File: src/rtl/dm_arbiter.sv
// dm_arbiter: round-robin two-port arbiter/sequencer for a sync-write, async-read data memory
module dm_arbiter #(
  parameter int AW = 5,
  parameter int DW = 32
) (
  input  logic          clk,
  input  logic          rst,
  input  logic          m0_req,
  input  logic          m0_we,
  input  logic [AW-1:0] m0_addr,
  input  logic [DW-1:0] m0_wdata,
  output logic          m0_gnt,
  output logic          m0_rvalid,
  output logic [DW-1:0] m0_rdata,
  input  logic          m1_req,
  input  logic          m1_we,
  input  logic [AW-1:0] m1_addr,
  input  logic [DW-1:0] m1_wdata,
  output logic          m1_gnt,
  output logic          m1_rvalid,
  output logic [DW-1:0] m1_rdata,
  output logic [AW-1:0] dm_addr,
  output logic [DW-1:0] dm_wd,
  output logic          dm_we,
  input  logic [DW-1:0] dm_rd
);
  typedef enum logic [1:0] {IDLE, ACCESS, RESP} state_t;
  state_t state_q, state_d;
  logic rr_ptr_q, rr_ptr_d, owner_q, owner_d, we_q, we_d;
  logic [AW-1:0] addr_q, addr_d;
  logic [DW-1:0] wdata_q, wdata_d, m0_rdata_q, m0_rdata_d, m1_rdata_q, m1_rdata_d;
  logic win, pick;
  assign win  = m0_req | m1_req;
  assign pick = (m0_req & m1_req) ? rr_ptr_q : m1_req;
  always_comb begin
    state_d    = state_q;
    rr_ptr_d   = rr_ptr_q;
    owner_d    = owner_q;
    we_d       = we_q;
    addr_d     = addr_q;
    wdata_d    = wdata_q;
    m0_rdata_d = m0_rdata_q;
    m1_rdata_d = m1_rdata_q;
    if (state_q == IDLE && win) begin
      owner_d  = pick;
      we_d     = pick ? m1_we : m0_we;
      addr_d   = pick ? m1_addr : m0_addr;
      wdata_d  = pick ? m1_wdata : m0_wdata;
      rr_ptr_d = ~pick;
      state_d  = ACCESS;
    end else if (state_q == ACCESS) begin
      state_d    = we_q ? IDLE : RESP;
      m0_rdata_d = (!we_q && !owner_q) ? dm_rd : m0_rdata_q;
      m1_rdata_d = (!we_q && owner_q) ? dm_rd : m1_rdata_q;
    end else if (state_q == RESP) begin
      state_d = IDLE;
    end
  end
  always_ff @(posedge clk) begin
    if (rst) begin
      state_q    <= IDLE;
      rr_ptr_q   <= 1'b0;
      owner_q    <= 1'b0;
      we_q       <= 1'b0;
      addr_q     <= '0;
      wdata_q    <= '0;
      m0_rdata_q <= '0;
      m1_rdata_q <= '0;
    end else begin
      state_q    <= state_d;
      rr_ptr_q   <= rr_ptr_d;
      owner_q    <= owner_d;
      we_q       <= we_d;
      addr_q     <= addr_d;
      wdata_q    <= wdata_d;
      m0_rdata_q <= m0_rdata_d;
      m1_rdata_q <= m1_rdata_d;
    end
  end
  // rst gating keeps an aborted access invisible: no strobe and no memory commit
  assign m0_gnt    = !rst && state_q == ACCESS && !owner_q;
  assign m1_gnt    = !rst && state_q == ACCESS && owner_q;
  assign m0_rvalid = !rst && state_q == RESP && !owner_q;
  assign m1_rvalid = !rst && state_q == RESP && owner_q;
  assign dm_we     = !rst && state_q == ACCESS && we_q;
  assign dm_addr   = addr_q;
  assign dm_wd     = wdata_q;
  assign m0_rdata  = m0_rdata_q;
  assign m1_rdata  = m1_rdata_q;
endmodule

File: config.mk
export PLATFORM = sky130hd
export DESIGN_NAME = dm_arbiter
export DESIGN_NICKNAME = d
export VERILOG_FILES = /design/src/rtl/dm_arbiter.sv
export SDC_FILE = /design/constraint.sdc
export NUM_CORES = 1
export LEC_CHECK = 0
export ABC_AREA = 1
export BUFFER_PORTS_ARGS = -buffer_cell sky130_fd_sc_hd__buf_2
export CAP_MARGIN = 30
export CELL_PAD_IN_SITES_DETAIL_PLACEMENT = 2
export CELL_PAD_IN_SITES_GLOBAL_PLACEMENT = 2
export CORE_UTILIZATION = 25
export DETAILED_ROUTE_END_ITERATION = 6
export GPL_TIMING_DRIVEN = 0
export MAX_ROUTING_LAYER = met4
export PLACE_DENSITY = 0.8
export RECOVER_POWER = 50
export SLEW_MARGIN = 20
export SYNTH_ARGS = -nofsm -noshare
export SYNTH_HDL_FRONTEND = slang
export SYNTH_SLANG_ARGS = --single-unit
File: constraint.sdc
create_clock -name clk -period 3.2 [get_ports clk]
set_clock_uncertainty 0.1 [all_clocks]
set_input_delay 0.8 -clock clk [delete_from_list [all_inputs] [get_ports clk]]
set_output_delay 0.8 -clock clk [all_outputs]
set_load 0.05 [all_outputs]
==> summary.txt, run 1 <==
Status
  – Status: finished, final reports clean

Detailed routing
  – Remaining DRCs: 0
  – Final antenna-violating net count: 0
  – Final WL: about 18000 um
  – Wire length per cell: 17.0 um
  – DR iter-0 viols: 90
  – Via count: 4791
  – Via/cell ratio: about 4.6
  – Drt first pass iters: 4

Placed design
  – GPL Wtd Cong: ~0.90
  – Final HPWL DP: ~14000 um
  – Quantity of I/O buffers inserted on ports: 215
  – Area after DPL: around 5700 um2
  – Placed Instances: ~1000

Yosys
  – Post-synthesis instance total: about 590
  – EDFF count, synth: 0
  – Largest area contributor in the netlist: dfxtp_1
  – Number of distinct library cells after synthesis: 29
  – Synth top area share: about half
  – Register area share after synthesis: around half
  – Post-synthesis net count: about 710
  – Synth async-reset ratio: 0%
  – Synth cell count leaders: 106 x dfxtp_1, 106 x nand2_1, 95 x nor2_1
  – Mean post-synth cell area: 7.35 um2
  – Synth Flop Type: dfxtp_1
  – Syn. warnings: 0
  – Synth Cell Area: between 4000 and 5000 um2
  – Top cells by area, synth: dfxtp_1 49%, nand2_1 9.1%, nor2_1 8.2%, o21ai_0 7.4%, nand3_1 5.6%
  – Seq cells post-synth: 106

Pwr
  – Net Sw Frac: a little over a third
  – Sw Pwr: about 1.4 mW
  – Max IR drop VDD: roughly 270 uV
  – Int Power: between 2 and 2.5 mW
  – Seq pwr share: 39.2%
  – Clock share of power: between 30 and 40%
  – Total Power: around 3.9 mW
  – Pwr per Cell Area: approximately 650 nW/um2
  – Lkg Pwr: 2.90 nW
  – Combinational power share: between 20% and 30%

Global routing
  – Grt ovf: 0
  – Initial antenna violation count: 2
  – Total GRT Usage: a little over 20%
  – First-pass GRT wire length: between 20000 and 30000 um
  – Number of global-route vias before repair: 5248
  – Largest net degree at the start of global routing: 18

Floorplan
  – Initial Util: between 20 and 30%
  – Core area: between 15000 and 20000 um2
  – Rows: 47
  – Io pins: 218
  – Die Y: 134 um
  – Die Area: between 15000 and 20000 um2
  – Die W: ~130 um

Run
  – Maxcap violations: 0

STA
  – Slew headroom: 54.3%
  – Period utilization: a little over nine tenths
  – Fin. max-slew vios: 0
  – Post-route minimum period: between 3000 and 4000 ps
  – Worst-margin pin slew: around 680 ps
  – Unrepaired setup endpoints after global routing: no
  – Final number of hold-violating endpoints: 0
  – Max frequency: about 330 MHz
  – Setup violators final: 0
  – TNS Setup: 0 ps

Worst setup path
  – Startpoint Class: input pin
  – Worst setup EP type: output pin
  – Category of the most critical setup path: in -> out
  – Critical Path RT: between 2000 and 2500 ps
  – CP max FO: 10
  – Crit path DAT: 2120 ps

CTS
  – Sink Count: about 110
  – CTS Buf Count: 9
  – Clock transition at path regs: 70 ps
  – Hold_buf cts: 0
  – H-Tree Depth: 3
  – Post-CTS sizing: 0
  – CTS tree: built
  – Post CTS Setup Buffer Count: 0
  – Clock Tree Root: clkbuf_16
  – Clock latency on the worst-skew pair: approximately 350 ps
  – CTS max path bufs: 2

Layout
  – Synth-to-Final Area Change: 36.5%
  – Final core utilization: between 30% and 40%
  – Layout cells sized above 1: 25.2%
  – Cell area after layout: between 5000 and 6000 um2
  – Non-Filler Instances: approximately 1000
  – Final #Nets: between 900 and 1000
  – FILL cells: between 2000 and 2500

Min path
  – Hold Crit Class: reg -> reg
per-layer routing:
metal / routed length (um) / share of wire (%) / up-vias / track usage [%]
li1: - / - / 2351 / -
met5: 0 / 0 / - / -
met1: 7400 / 42 / 2264 / 22.5
met3: 1200 / 6.7 / 18 / 4.54
met2: 8930 / 50 / 158 / 36.2
met4: 254 / 1.4 / 0 / 6.69
power groups by stage:
stage,Combinational (mW),Sequential (mW),Clock (mW)
global placement,1.05,1.54,0
finish,1.03,1.52,1.32
detailed placement,1.08,1.55,0
CTS,1.08,1.52,1.36
global route,1.11,1.53,1.41
floorplan,0.322,1.95,0
per-stage QoR:
step	setup slack, ps	hold WS (ps)
after floorplan	196	379
after global placement	119	332
after detailed placement	98.5	340
after CTS	90.5	351
after global routing	76.8	378
final	181	348
worst max-delay path, cell delays in order:
cell,delay [ps]
clkbuf_2,140
inv_2,130
buf_4,200
buf_2,260
nand2_1,130
nor2_1,150
buf_2,300
layout by cell type, fill, tap and decap left out, types with 3 or more instances in the layout:
cell type / synthesis / routed
clkbuf_1: 18 / 69
bufinv_16: 0 / 3
ha_1: 3 / 3
nand4_1: 20 / 20
buf_2: 11 / 179
nor2_1: 95 / 97
buf_4: 5 / 4
a21oi_1: 34 / 34
nor3_1: 3 / 4
nand3_1: 49 / 50
clkbuf_16: 0 / 9
dfxtp_1: 106 / 106
nand2_1: 106 / 107
inv_1: 56 / 57
o21ai_0: 64 / 64
flip-flops by register name (all words and copies together), names as in the netlist:
register and count:
dm_wd 32, m0_rdata 32, m1_rdata 32, dm_addr 5
state_q 2, owner_q 1, rr_ptr_q 1, we_q 1
area by class of cell:
cell class | count | area, um2 | share of cell area (%)
Clock inverter | 5 | 110 | 1.85
Antenna cell | 2 | 5.00 | 0.0843
Timing Repair Buffer | 215 | 1020 | 17.2
Tap cell | 220 | 275 | 4.64
Buffer | 39 | 173 | 2.91
Clock buffer | 11 | 243 | 4.09
Multi-Input combinational cell | 388 | 1770 | 29.8
Inverter | 59 | 221 | 3.73
Sequential cell | 106 | 2120 | 35.7
worst paths after layout:
check	depth (start not counted)	startpoint	end	slack (ps)
max	7	rst	m0_gnt	180
min	2	m1_rdata[13]	m1_rdata[13]	350
max reg2reg	10	state_q[0]	dm_wd[29]	390
min reg2reg	2	m1_rdata[13]	m1_rdata[13]	350
kinds of logic after synthesis:
kind of cell	synth area share, %
simple gates	28.6
buf+inv	9.58
flops	48.8
fa+ha+maj	0.863
compound gates	12.1
No activity file was read; power rests on OpenSTA's default activity.
==> inputs of run 2 (changes only) <==
- ABC_AREA: 1 -> default
- CORE_UTILIZATION: 25 -> 26
- PLACE_DENSITY: 0.8 -> 0.82
- SETUP_SLACK_MARGIN: default -> 0.05
==> summary.txt, run 2 <==
Worst setup path
  – Top Family by Delay on Critical Path: buffers and inverters (unchanged)
  – Critical Path RT: 2300 ps (about the same)
  – Slowest cell on crit path: clkbuf_1 (was buf_2)
  – Crit path DAT: 1830 ps (was 2120 ps)
  – CP peak stage delay: 410 ps (was 300 ps)
  – WP depth: 4 (was 7)
  – Startpoint Class: input pin (unchanged)
  – CP Cell Sequence: buf_4 > clkbuf_1 > and3b_1 > buf_2 (was clkbuf_2 > inv_2 > buf_4 > buf_2 > nand2_1 > nor2_1 > buf_2)
  – Buf/Inv on CP: 3 (was 5)
  – Worst setup EP type: output pin (unchanged)
  – CP max FO: 10 (unchanged)
  – Category of the most critical setup path: in -> out (unchanged)
  – Cell count of the worst reg-to-reg path: 5 (was 10)

Layout
  – Final #Nets: 826 (was 933)
  – Layout cells sized above 1: 22.2% (was 25.2%)
  – Commonest non-fill, non-tap cell in the layout: nand2_1 (was buf_2)
  – Synth-to-Final Area Change: 36.4% (was 36.5%)
  – Commonest non-fill, non-tap cells in the layout: 166 x nand2_1, 138 x buf_2, 119 x clkbuf_1, 106 x dfxtp_1, 65 x a21oi_1 (was 179 x buf_2, 107 x nand2_1, 106 x dfxtp_1, 97 x nor2_1, 69 x clkbuf_1)

Global routing
  – Initial antenna violation count: 1 (was 2)
  – Total GRT Usage: 20.3% (was 20.4%)
  – First-pass GRT wire length: 25000 um (was 27600 um)
  – Number of global-route vias before repair: 4936 (was 5248)
  – Grt ovf: 0 (unchanged)
  – Largest net degree at the start of global routing: 16 (was 18)

Detailed routing
  – Final antenna-violating net count: 0 (unchanged)
  – DR iter-0 viols: 108 (was 90)
  – Via/cell ratio: 4.80 (was 4.58)
  – Via count: 4345 (was 4791)
  – Wire length per cell: 17.1 um (was 17.0 um)
  – Drt first pass iters: 4 (unchanged)
  – Final WL: 15500 um (was 17800 um)
  – Remaining DRCs: 0 (unchanged)

Floorplan
  – Die Area: 16100 um2 (was 17900 um2)
  – Core area: 15200 um2 (was 16800 um2)
  – Die Y: 127 um (was 134 um)
  – Die W: 127 um (was 134 um)
  – Io pins: 218 (unchanged)
  – Initial Util: 26.7% (was 25.9%)
  – Rows: 45 (was 47)

CTS
  – H-Tree Depth: 3 (unchanged)
  – Clock Tree Root: clkbuf_16 (unchanged)
  – Hold_buf cts: 0 (unchanged)
  – Post CTS Setup Buffer Count: 0 (unchanged)
  – Sink Count: 106 (unchanged)
  – Clock latency on the worst-skew pair: 340 ps (was 350 ps)
  – Clock transition at path regs: 70 ps (about the same)
  – CTS tree: built (unchanged)
  – Post-CTS sizing: 0 (unchanged)
  – CTS max path bufs: 2 (unchanged)
  – CTS Buf Count: 9 (unchanged)

Pwr
  – Lkg Pwr: 2.26 nW (was 2.90 nW)
  – Max IR drop VDD: 240 uV (was 266 uV)
  – Pwr per Cell Area: 606 nW/um2 (was 652 nW/um2)

Yosys
  – Mean post-synth cell area: 8.40 um2 (was 7.35 um2)
  – EDFF count, synth: 0 (unchanged)
  – Top cells by area, synth: dfxtp_1 52%, nand2_1 15%, a221o_1 9.4%, a21oi_1 8.0%, nor3_1 4.7% (was dfxtp_1 49%, nand2_1 9.1%, nor2_1 8.2%, o21ai_0 7.4%, nand3_1 5.6%)
  – Synth cell count leaders: 166 x nand2_1, 106 x dfxtp_1, 65 x a21oi_1 (was 106 x dfxtp_1, 106 x nand2_1, 95 x nor2_1)
  – Largest area contributor in the netlist: dfxtp_1 (unchanged)
  – Post-synthesis net count: 599 (was 707)
  – Number of distinct library cells after synthesis: 25 (was 29)
  – Register area share after synthesis: 52.2% (was 48.8%)
  – Synth Cell Area: 4060 um2 (was 4350 um2)
  – Synth Flop Type: dfxtp_1 (unchanged)
  – Syn. warnings: 0 (unchanged)
  – Most common cell in the synthesized netlist: nand2_1
  – Seq cells post-synth: 106 (unchanged)
  – Synth top area share: 52.2% (was 48.8%)
  – Post-synthesis instance total: 484 (was 592)
  – Synth async-reset ratio: 0% (unchanged)

STA
  – Slew headroom: 54.7% (was 54.3%)
  – Period utilization: 85.2% (was 94.3%)
  – Setup violators final: 0 (unchanged)
  – TNS Setup: 0 ps (unchanged)
  – Max frequency: 367 MHz (was 331 MHz)
  – Unrepaired setup endpoints after global routing: no (unchanged)
  – Post-route minimum period: 2730 ps (was 3020 ps)
  – Final number of hold-violating endpoints: 0 (unchanged)
  – Fin. max-slew vios: 0 (unchanged)
  – Worst-margin pin slew: 683 ps (was 680 ps)
  – Worst setup margin: 474 ps (was 181 ps)

Placed design
  – Final HPWL DP: 12400 um (was 14200 um)
  – Quantity of I/O buffers inserted on ports: 216 (was 215)
  – GPL Wtd Cong: 0.780 (was 0.900)
  – Placement Setup Slack: 434 ps (was 98.5 ps)

Min path
  – WHS Path Cells: 2 (unchanged)
  – Hold Crit Class: reg -> reg (unchanged)

Run
  – Maxcap violations: 0 (unchanged)

Status
  – Status: finished, final reports clean (unchanged)
-- run 2: through the flow --
step / total power, mW / hold WS [ps] / util [%] / area (um2) / std cells
2_1_floorplan: 2.07 / 369 / - / 4060 / 484
3_3_place_gp: 2.32 / 338 / 35.4 / 5380 / 888
3_5_place_dp: 2.35 / 347 / 35.4 / 5380 / 888
4_1_cts: 3.43 / 357 / 37.3 / 5660 / 904
5_1_grt: 3.51 / 387 / 36.5 / 5540 / 905
6_report: 3.36 / 356 / 36.5 / 5540 / 905
-- run 2: power by group --
group | switching (mW) | internal [mW] | leakage [nW] | total, mW
combinational | 0.603 | 0.205 | 1.25 | 0.808
clock | 0.483 | 0.591 | 0.143 | 1.07
sequential | 0.0584 | 1.42 | 0.866 | 1.48
-- run 2: worst register-to-register path, cell delays in order, from the launching register on --
cell and delay (ps):
dfxtp_1 340, nor2b_1 180, clkbuf_1 430, clkbuf_1 420, nor3_1 140, a221o_1 300
-- run 2: area by class of cell --
cell class / instances / area [um2]
fillers: 1858 / 9660
flip-flops and latches: 106 / 2120
multi-input cells: 332 / 1730
repair buffers: 216 / 965
clock buffers: 14 / 274
well taps: 188 / 235
plain buffers: 43 / 199
inverters: 3 / 11.3
clock inverters: 2 / 10.0
diodes: 1 / 2.50
-- run 2: worst paths after layout --
check	startpoint	end	slack, ps
setup / recovery	rst	m1_gnt	470
hold / removal	m1_rdata[31]	m1_rdata[31]	360
setup reg to reg	rr_ptr_q	dm_addr[3]	1170
hold reg to reg	m1_rdata[31]	m1_rdata[31]	360
-- run 2: routing by layer --
layer	wire, um	vias to the layer above	track usage, %	part of all wire [%]
met3	900	14	4.86	5.8
met5	0	-	-	0
li1	-	2109	-	-
met4	195	0	6.23	1.3
met2	7850	145	36.2	51
met1	6510	2077	22.4	42
-- run 2: kinds of logic (layout without fill, tap and decap cells) --
logic type | after synthesis | in the layout | synth area share [%]
AOI/OAI and AO/OA | 108 | 108 | 18.4
other | 0 | 1 | 0
buffers and inverters | 46 | 278 | 5.33
adders and majority gates | 3 | 3 | 0.924
DFF | 106 | 106 | 52.2
and+or+nand+nor | 221 | 221 | 23.2
